$ cat src/rtl/regfile_write_arbiter.sv
// rtl/regfile_write_arbiter.sv - register-file write port shared by writeback and a queued auxiliary source
module regfile_write_arbiter #(
  parameter int DEPTH    = 2,
  parameter int MAX_WAIT = 4
) (
  input  logic                     clock,
  input  logic                     reset,
  input  logic                     wb_reg_en,
  input  logic [4:0]               wb_reg_addr,
  input  logic [31:0]              wb_reg_data,
  input  logic                     aux_valid,
  output logic                     aux_ready,
  input  logic [4:0]               aux_addr,
  input  logic [31:0]              aux_data,
  output logic                     rf_we,
  output logic [4:0]               rf_addr,
  output logic [31:0]              rf_data,
  output logic                     arb_stall,
  output logic [$clog2(DEPTH):0]   aux_count
);

  localparam int AW = $clog2(DEPTH);
  localparam int CW = AW + 1;

  logic [4:0]       r_addr [DEPTH];
  logic [31:0]      r_data [DEPTH];
  logic [DEPTH-1:0] r_live;
  logic [AW-1:0]    r_wr_ptr;
  logic [AW-1:0]    r_rd_ptr;
  logic [CW-1:0]    r_count;
  logic [3:0]       r_wait;

  logic w_empty;
  logic w_full;
  logic w_stall;
  logic w_wb_grant;
  logic w_push;
  logic w_pop;
  logic w_push_live;

  assign w_empty    = (r_count == '0);
  assign w_full     = (r_count == CW'(DEPTH));
  assign w_stall    = !w_empty && (r_wait == 4'(MAX_WAIT));
  assign w_wb_grant = wb_reg_en && (wb_reg_addr != 5'd0) && !w_stall;
  assign w_pop      = !w_wb_grant && !w_empty;
  assign w_push     = aux_valid && !w_full;
  // A push to the register writeback is overwriting this cycle is already stale.
  assign w_push_live = (aux_addr != 5'd0) && !(w_wb_grant && (aux_addr == wb_reg_addr));

  assign aux_ready = !w_full;
  assign arb_stall = w_stall;
  assign aux_count = r_count;

  always_comb begin
    rf_we   = 1'b0;
    rf_addr = 5'd0;
    rf_data = 32'd0;
    if (w_wb_grant) begin
      rf_we   = 1'b1;
      rf_addr = wb_reg_addr;
      rf_data = wb_reg_data;
    end else if (w_pop && r_live[r_rd_ptr]) begin
      rf_we   = 1'b1;
      rf_addr = r_addr[r_rd_ptr];
      rf_data = r_data[r_rd_ptr];
    end
    if (reset) begin
      rf_we = 1'b0;
    end
  end

  always_ff @(posedge clock) begin
    if (w_push && !reset) begin
      r_addr[r_wr_ptr] <= aux_addr;
      r_data[r_wr_ptr] <= aux_data;
    end
  end

  always_ff @(posedge clock) begin
    if (reset) begin
      r_wr_ptr <= '0;
      r_rd_ptr <= '0;
      r_count  <= '0;
      r_wait   <= 4'd0;
      r_live   <= '0;
    end else begin
      // Writeback is program-newer, so it kills any queued write to the same register.
      for (int i = 0; i < DEPTH; i++) begin
        if (w_wb_grant && (r_addr[i] == wb_reg_addr)) begin
          r_live[i] <= 1'b0;
        end
      end
      if (w_push) begin
        r_live[r_wr_ptr] <= w_push_live;
        r_wr_ptr         <= r_wr_ptr + AW'(1);
      end
      if (w_pop) begin
        r_rd_ptr <= r_rd_ptr + AW'(1);
      end
      case ({w_push, w_pop})
        2'b10:   r_count <= r_count + CW'(1);
        2'b01:   r_count <= r_count - CW'(1);
        default: r_count <= r_count;
      endcase
      if (w_empty || w_pop) begin
        r_wait <= 4'd0;
      end else if (r_wait < 4'(MAX_WAIT)) begin
        r_wait <= r_wait + 4'd1;
      end
    end
  end

endmodule

$ cat config.mk
export PLATFORM = sky130hd
export DESIGN_NAME = regfile_write_arbiter
export DESIGN_NICKNAME = d
export VERILOG_FILES = /design/src/rtl/regfile_write_arbiter.sv
export SDC_FILE = /design/constraint.sdc
export NUM_CORES = 1
export LEC_CHECK = 0
export BUFFER_PORTS_ARGS = -buffer_cell sky130_fd_sc_hd__buf_2
export CORE_MARGIN = 5
export CORE_UTILIZATION = 30
export DETAILED_ROUTE_END_ITERATION = 7
export SLEW_MARGIN = 20
export SYNTH_ARGS = -nofsm -noshare
export SYNTH_HDL_FRONTEND = slang
export SYNTH_SLANG_ARGS = --single-unit
$ cat constraint.sdc
create_clock -name clock -period 6.2 [get_ports clock]
set_input_delay 1.24 -clock clock [delete_from_list [all_inputs] [get_ports clock]]
set_output_delay 1.24 -clock clock [all_outputs]
set_load 0.005 [all_outputs]
==> results of run 1 <==
-- placed cells by master (no fill, tap or decap), types with 4 or more instances in the layout --
cell type  instances
a21oi_1            4
buf_2            119
buf_4              8
clkbuf_1           4
clkbuf_16          9
dfxtp_1           10
edfxtp_1          74
inv_1              6
mux2i_1           38
nand3_1           37
nor2_1             9
nor3_1             4
o31ai_1            7
o31ai_2           30
xor2_1            16
-- through the flow --
stage / std cells / cell area, um^2 / power (uW) / util (%)
after detailed placement: 574 / 4840 / 1150 / 36.6
after floorplan: 294 / 4060 / 1000 / -
final: 590 / 5130 / 1650 / 38.8
after global placement: 574 / 4840 / 1140 / 36.6
after global routing: 590 / 5130 / 1740 / 38.8
after CTS: 590 / 5130 / 1680 / 38.8
-- area by class of cell --
cell class	count	area, um^2
Clock buffer	14	254
Clock inverter	2	35.0
Fill cell	1316	8110
Inverter	6	22.5
Multi-Input combinational cell	180	1500
Sequential cell	85	2440
Tap cell	176	220
Timing Repair Buffer	127	656
-- state kept, by name, indices dropped and copies added, names as in the netlist, named ones only --
register	count
r_data	64
r_addr	10
r_wait	4
aux_count	2
r_live	2
r_rd_ptr	1
r_wr_ptr	1
-- layer usage --
metal	GRT usage, %	part of all wire (%)	vias up	routed length, um
li1	-	-	1371	-
met1	14.9	44	1365	4360
met2	20.6	49	77	4810
met3	2.86	5.4	14	531
met4	4.16	1.3	2	126
met5	0	0.071	-	7
-- worst register-to-register path, cell delays in order (launching register included) --
cell and delay [ns]:
dfxtp_1 0.39, nor2_1 0.33, or2_2 0.20, buf_4 0.42
nand2_1 0.23, nor4_1 0.29
-- how the worst max path moves through the flow --
stage / from / cells after the start / slack, ns / end
2_1_floorplan: reset / 2 / 1.69 / r_addr[0][0]$_DFFE_PP_
3_3_place_gp: wb_reg_addr[1] / 6 / 1.74 / rf_addr[0]
3_5_place_dp: wb_reg_addr[1] / 6 / 1.68 / rf_addr[0]
4_1_cts: wb_reg_addr[1] / 6 / 1.68 / rf_addr[0]
5_1_grt: wb_reg_addr[1] / 6 / 1.86 / rf_addr[0]
6_report: wb_reg_addr[1] / 6 / 1.97 / rf_addr[2]
-- logic make-up (layout without fill, tap and decap cells) --
logic type	count (synthesis)	count (layout)	share of synthesized area, %
flops	85	85	60.1
xor+xnor	19	19	4.09
simple gates	69	69	8.78
compound gates	48	48	12.4
buf+inv	29	149	3.48
fa+ha+maj	3	3	0.924
mux	41	41	10.2
-- power by group through the flow --
stage | clock (uW) | combinational [uW] | sequential, uW
2_1_floorplan | 0 | 277 | 728
3_3_place_gp | 0 | 396 | 743
3_5_place_dp | 0 | 405 | 745
4_1_cts | 539 | 406 | 733
5_1_grt | 563 | 436 | 739
6_report | 523 | 396 | 732
==> flow_metrics.tcl, run 1 <==
set metrics [dict create \
    status "completed" \
    netlist_area_um2 4060 \
    yosysUniqueCellTypes 33 \
    root_buffer "clkbuf_16" \
    timing.rr.end "r_wait[1]$_SDFFE_PP0N_" \
    max_slew_margin_pct 50.7 \
    min_path_type "flip-flop to flip-flop" \
    diodes 0 \
    finalSetupTns_ns 0 \
    synth_cells 294 \
    drtPass1Iterations 4 \
    drc 0 \
    clk_latency_ns 0.33 \
    grt_max_degree 43 \
    nets 490 \
    ctsResizeCount 0 \
    crit_path_end_kind "primary output" \
    rsz0062_at_grt "false" \
    routed-via-count 2829 \
    drive_gt1_share_pct 43.0 \
    synth_nets 375 \
    avgSynthCellArea_um2 13.8 \
    final.setup_skew_ns 0.00657 \
    cp.required_ns 4.96 \
    grt_pass1_vias 2882 \
    die_x_um 126 \
    seq_power_share_pct 44.3 \
    slew_violations 0 \
    io_buffers 119 \
    irDropWorstVdd_mv 0.111 \
    swShare_pct 28.4 \
    area_growth_pct 26.4 \
    gr-total-overflow 0 \
    ant_nets 0 \
    worstSetupPathType "input pin to primary output" \
    fmax_ghz 0.237 \
    hp-start "r_wait[3]$_SDFFE_PP0N_" \
    cp-start-kind "input pin" \
    die_height_um 126 \
    power.density_nw_per_um2 322 \
    grt.total_usage_pct 12.1 \
    tightest_slew_ns 0.736 \
    cp_top_family "simple AND/OR/NAND/NOR gates" \
    hold_slack_ns 0.476 \
    rr_worst_depth 5 \
    yosysMostFrequentCell "edfxtp_1" \
    start_util_pct 30.7 \
    worst_slack_ns 1.97 \
    clkSinkCount 85 \
    r2r-start "aux_count[0]$_SDFFE_PP0P_" \
    cts_inserted_buffers 9 \
    clk_path_buf_depth 2 \
    dp_hpwl_um 6760 \
    path_clk_slew_ns 0.06 \
    worstHoldPathCells 2 \
    finalHoldViolCount 0 \
    cp_slowest_stage_delay_ns 0.52 \
    p_leak_uw 0.00197 \
    wire_per_inst_um 16.7 \
    synthTopCellsByCount "edfxtp_1 (74), mux2i_1 (38), nand3_1 (37)" \
    ys_warn_count 0 \
    grt_pass1_wl_um 15000 \
    synth_area_leaders "edfxtp_1 (55%), mux2i_1 (9.4%), o31ai_2 (9.2%)" \
    dp_slack_ns 1.68 \
    synth_edf_count 74 \
    async_flop_share_pct 0 \
    core_area_um2 13200 \
    die-area_um2 16000 \
    crit_chain "buf_2 -> or4_1 -> o21a_1 -> and2_4 -> o31ai_2 -> buf_2" \
    switching_power_uw 470 \
    synth_seq_cells 85 \
    drv_cap 0 \
    htreeDepth 3 \
    finalCritPeriodShare_pct 68.2 \
    crit_slowest_cell "or4_1" \
    viasPerCell 4.79 \
    drt-total-wl_um 9840 \
    crit_arrival_ns 2.99 \
    antenna_found_initial 1 \
    drt_iter0_markers 134 \
    ys.flop_type "edfxtp_1" \
    min_to "r_wait[3]$_SDFFE_PP0N_" \
    finalSetupViolations 0 \
    cpMostUsedCell "buf_2" \
    path_buf_inv 2 \
    place_congestion 0.749 \
    clkPwrFrac_pct 31.7 \
    synth_top_area_share_pct 54.7 \
    period_minus_slack_ns 4.23 \
    yosys.area.top_type "edfxtp_1" \
    critPathMaxFanout 37 \
    post_cts_buffers 0 \
    hold_buffers 0 \
    num_rows 42 \
    io_pins 120 \
    r2r_setup_slack_ns 4.25 \
    power.internal_uw 1180 \
    cts_tree "done" \
    pwr-share-comb_pct 24.0 \
    yosysSeqAreaShare_pct 60.1 \
]
No activity file was read; power rests on OpenSTA's default activity.
==> run 2, diff against run 1 <==
==> constraint.sdc (replaced) <==
create_clock -name clock -period 3.5 [get_ports clock]
set_input_delay 0.7 -clock clock [delete_from_list [all_inputs] [get_ports clock]]
set_output_delay 0.7 -clock clock [all_outputs]
set_load 0.005 [all_outputs]
==> run 2 against run 1 <==
Against the previous run: die area did not move; global-route usage up 0.37 points; non-clock buffer count grew 5; largest cell class unchanged; critical path type unchanged; utilization rose by 0.81 points; sequential share of layout area shrank 0.98 points; clock power up 100%; first-iteration DRC count down 29%.
==> flow_metrics.tcl, run 2 (synthesis gave the netlist of run 1 again) <==
set metrics [dict create \
    drt-total-wl_um 9900 \
    io_buffers 119 \
    drv_cap 0 \
    ctsResizeCount 0 \
    root_buffer "clkbuf_16" \
    grt_pass1_vias 2904 \
    start_util_pct 30.7 \
    largest_register "r_data" \
    rsz0062_at_grt "false" \
    die_height_um 126 \
    cp-start-kind "input pin" \
    power.internal_uw 2240 \
    hold_slack_ns 0.477 \
    viasPerCell 4.77 \
    multi_input_area_um2 1500 \
    ant_nets 0 \
    fin_cells 595 \
    final_common_cell "buf_2" \
    hold_buffers 0 \
    fmax_ghz 0.308 \
    wire_per_inst_um 16.6 \
    grt.total_usage_pct 12.4 \
    clk_path_buf_depth 2 \
    post_cts_buffers 0 \
    grt_max_degree 43 \
    crit_arrival_ns 2.54 \
    die-area_um2 16000 \
    worstSetupPathType "input pin to primary output" \
    drive_gt1_share_pct 44.4 \
    rr_worst_depth 5 \
    final.setup_skew_ns 0.00829 \
    place_congestion 0.776 \
    tightest_slew_ns 0.713 \
    num-fill-cells 1281 \
    drt_iter0_markers 95 \
    finalCritPeriodShare_pct 92.6 \
    seq_power_share_pct 42.9 \
    max_slew_margin_pct 52.5 \
    drtPass1Iterations 4 \
    irDropWorstVdd_mv 0.340 \
    htreeDepth 3 \
    finalInstanceArea_um2 5240 \
    drc 0 \
    place_area_um2 4870 \
    antenna_found_initial 1 \
    place_inst 578 \
    clkPwrFrac_pct 34.6 \
    cp.required_ns 2.80 \
    core_area_um2 13200 \
    finalSetupTns_ns 0 \
    nets 495 \
    clk_latency_ns 0.33 \
    dp_hpwl_um 7000 \
    layout.area.seq_um2 2440 \
    pwr-share-comb_pct 22.6 \
    die_x_um 126 \
    io_pins 120 \
    min_to "r_wait[3]$_SDFFE_PP0N_" \
    slew_violations 0 \
    gr-total-overflow 0 \
    reg_top3 "r_data x64, r_addr x10, r_wait x4" \
    clkSinkCount 85 \
    r2r-start "aux_count[0]$_SDFFE_PP0P_" \
    status "completed" \
    timing.rr.end "r_live[1]$_SDFF_PP0_" \
    crit_path_end_kind "primary output" \
    grt_pass1_wl_um 15400 \
    worstHoldPathCells 2 \
    r2r_setup_slack_ns 1.54 \
    switching_power_uw 852 \
    routed-via-count 2840 \
    largest_reg_flops 64 \
    p_leak_uw 0.00202 \
    path_clk_slew_ns 0.05 \
    layout_common_cells "buf_2 (119), edfxtp_1 (74), mux2i_1 (38), nand3_1 (37), o31ai_2 (30)" \
    critPathMaxFanout 14 \
    diodes 0 \
    finalSetupViolations 0 \
    num_rows 42 \
    cts_tree "done" \
    period_minus_slack_ns 3.24 \
    finalHoldViolCount 0 \
    swShare_pct 27.5 \
    cts_inserted_buffers 9 \
    min_path_type "flip-flop to flip-flop" \
    hp-start "r_wait[3]$_SDFFE_PP0N_" \
    area_growth_pct 29.0 \
    power.density_nw_per_um2 590 \
]
-- run 2: cell count changes in the layout (fill, tap and decap cells not counted), sizes merged --
cell,previous run,this run
bufinv,1,3
clkinvlp,0,1
buf,127,132
clkbuf,14,10
clkinv,1,2
-- run 2: through the flow --
stage               worst slack [ns]  util [%]  total power (uW)
finish                         0.258      39.6              3090
global placement               0.311      36.8              2030
CTS                            0.228      39.4              3130
detailed placement             0.234      36.8              2040
floorplan                     -0.472         -              1780
global route                   0.139      39.6              3260
-- run 2: routing by layer --
| metal | vias to the layer above | routed length [um] | GRT usage, % |
|---|---|---|---|
| met5 | - | 11 | 0 |
| met3 | 10 | 686 | 4.58 |
| met4 | 2 | 97 | 3.53 |
| met2 | 81 | 5120 | 21.5 |
| li1 | 1380 | - | - |
| met1 | 1367 | 3990 | 14.4 |
-- run 2: how the worst max path moves through the flow --
stage	to	start	slack, ns	cells past startpoint
after CTS	rf_data[15]	wb_reg_addr[1]	0.23	7
after floorplan	r_addr[0][0]$_DFFE_PP_	reset	-0.47	2
after global placement	rf_data[28]	wb_reg_addr[1]	0.31	7
final	rf_data[15]	wb_reg_addr[1]	0.26	7
after global routing	rf_data[19]	wb_reg_addr[1]	0.14	7
after detailed placement	rf_data[15]	wb_reg_addr[1]	0.23	7
-- run 2: cell type report --
| cell class | count | share of cell area, % |
|---|---|---|
| inverter | 6 | 0.430 |
| timing repair buffer | 132 | 13.6 |
| clock buffer | 10 | 4.37 |
| sequential | 85 | 46.6 |
| clock inverter | 6 | 2.12 |
| multi-input combinational | 180 | 28.7 |
| tap | 176 | 4.20 |
-- run 2: worst max-delay path: stages --
cell and delay (ns):
buf_2 0.14, or4_1 0.53, o21a_1 0.19, and2_2 0.33, buf_4 0.25, o31ai_2 0.25, buf_2 0.15
-- run 2: power groups by stage --
stage	clock, uW	sequential [uW]	combinational [uW]
final	1070	1330	698
after global routing	1150	1340	770
after CTS	1100	1330	693
after detailed placement	0	1350	691
after global placement	0	1350	678
after floorplan	0	1290	490
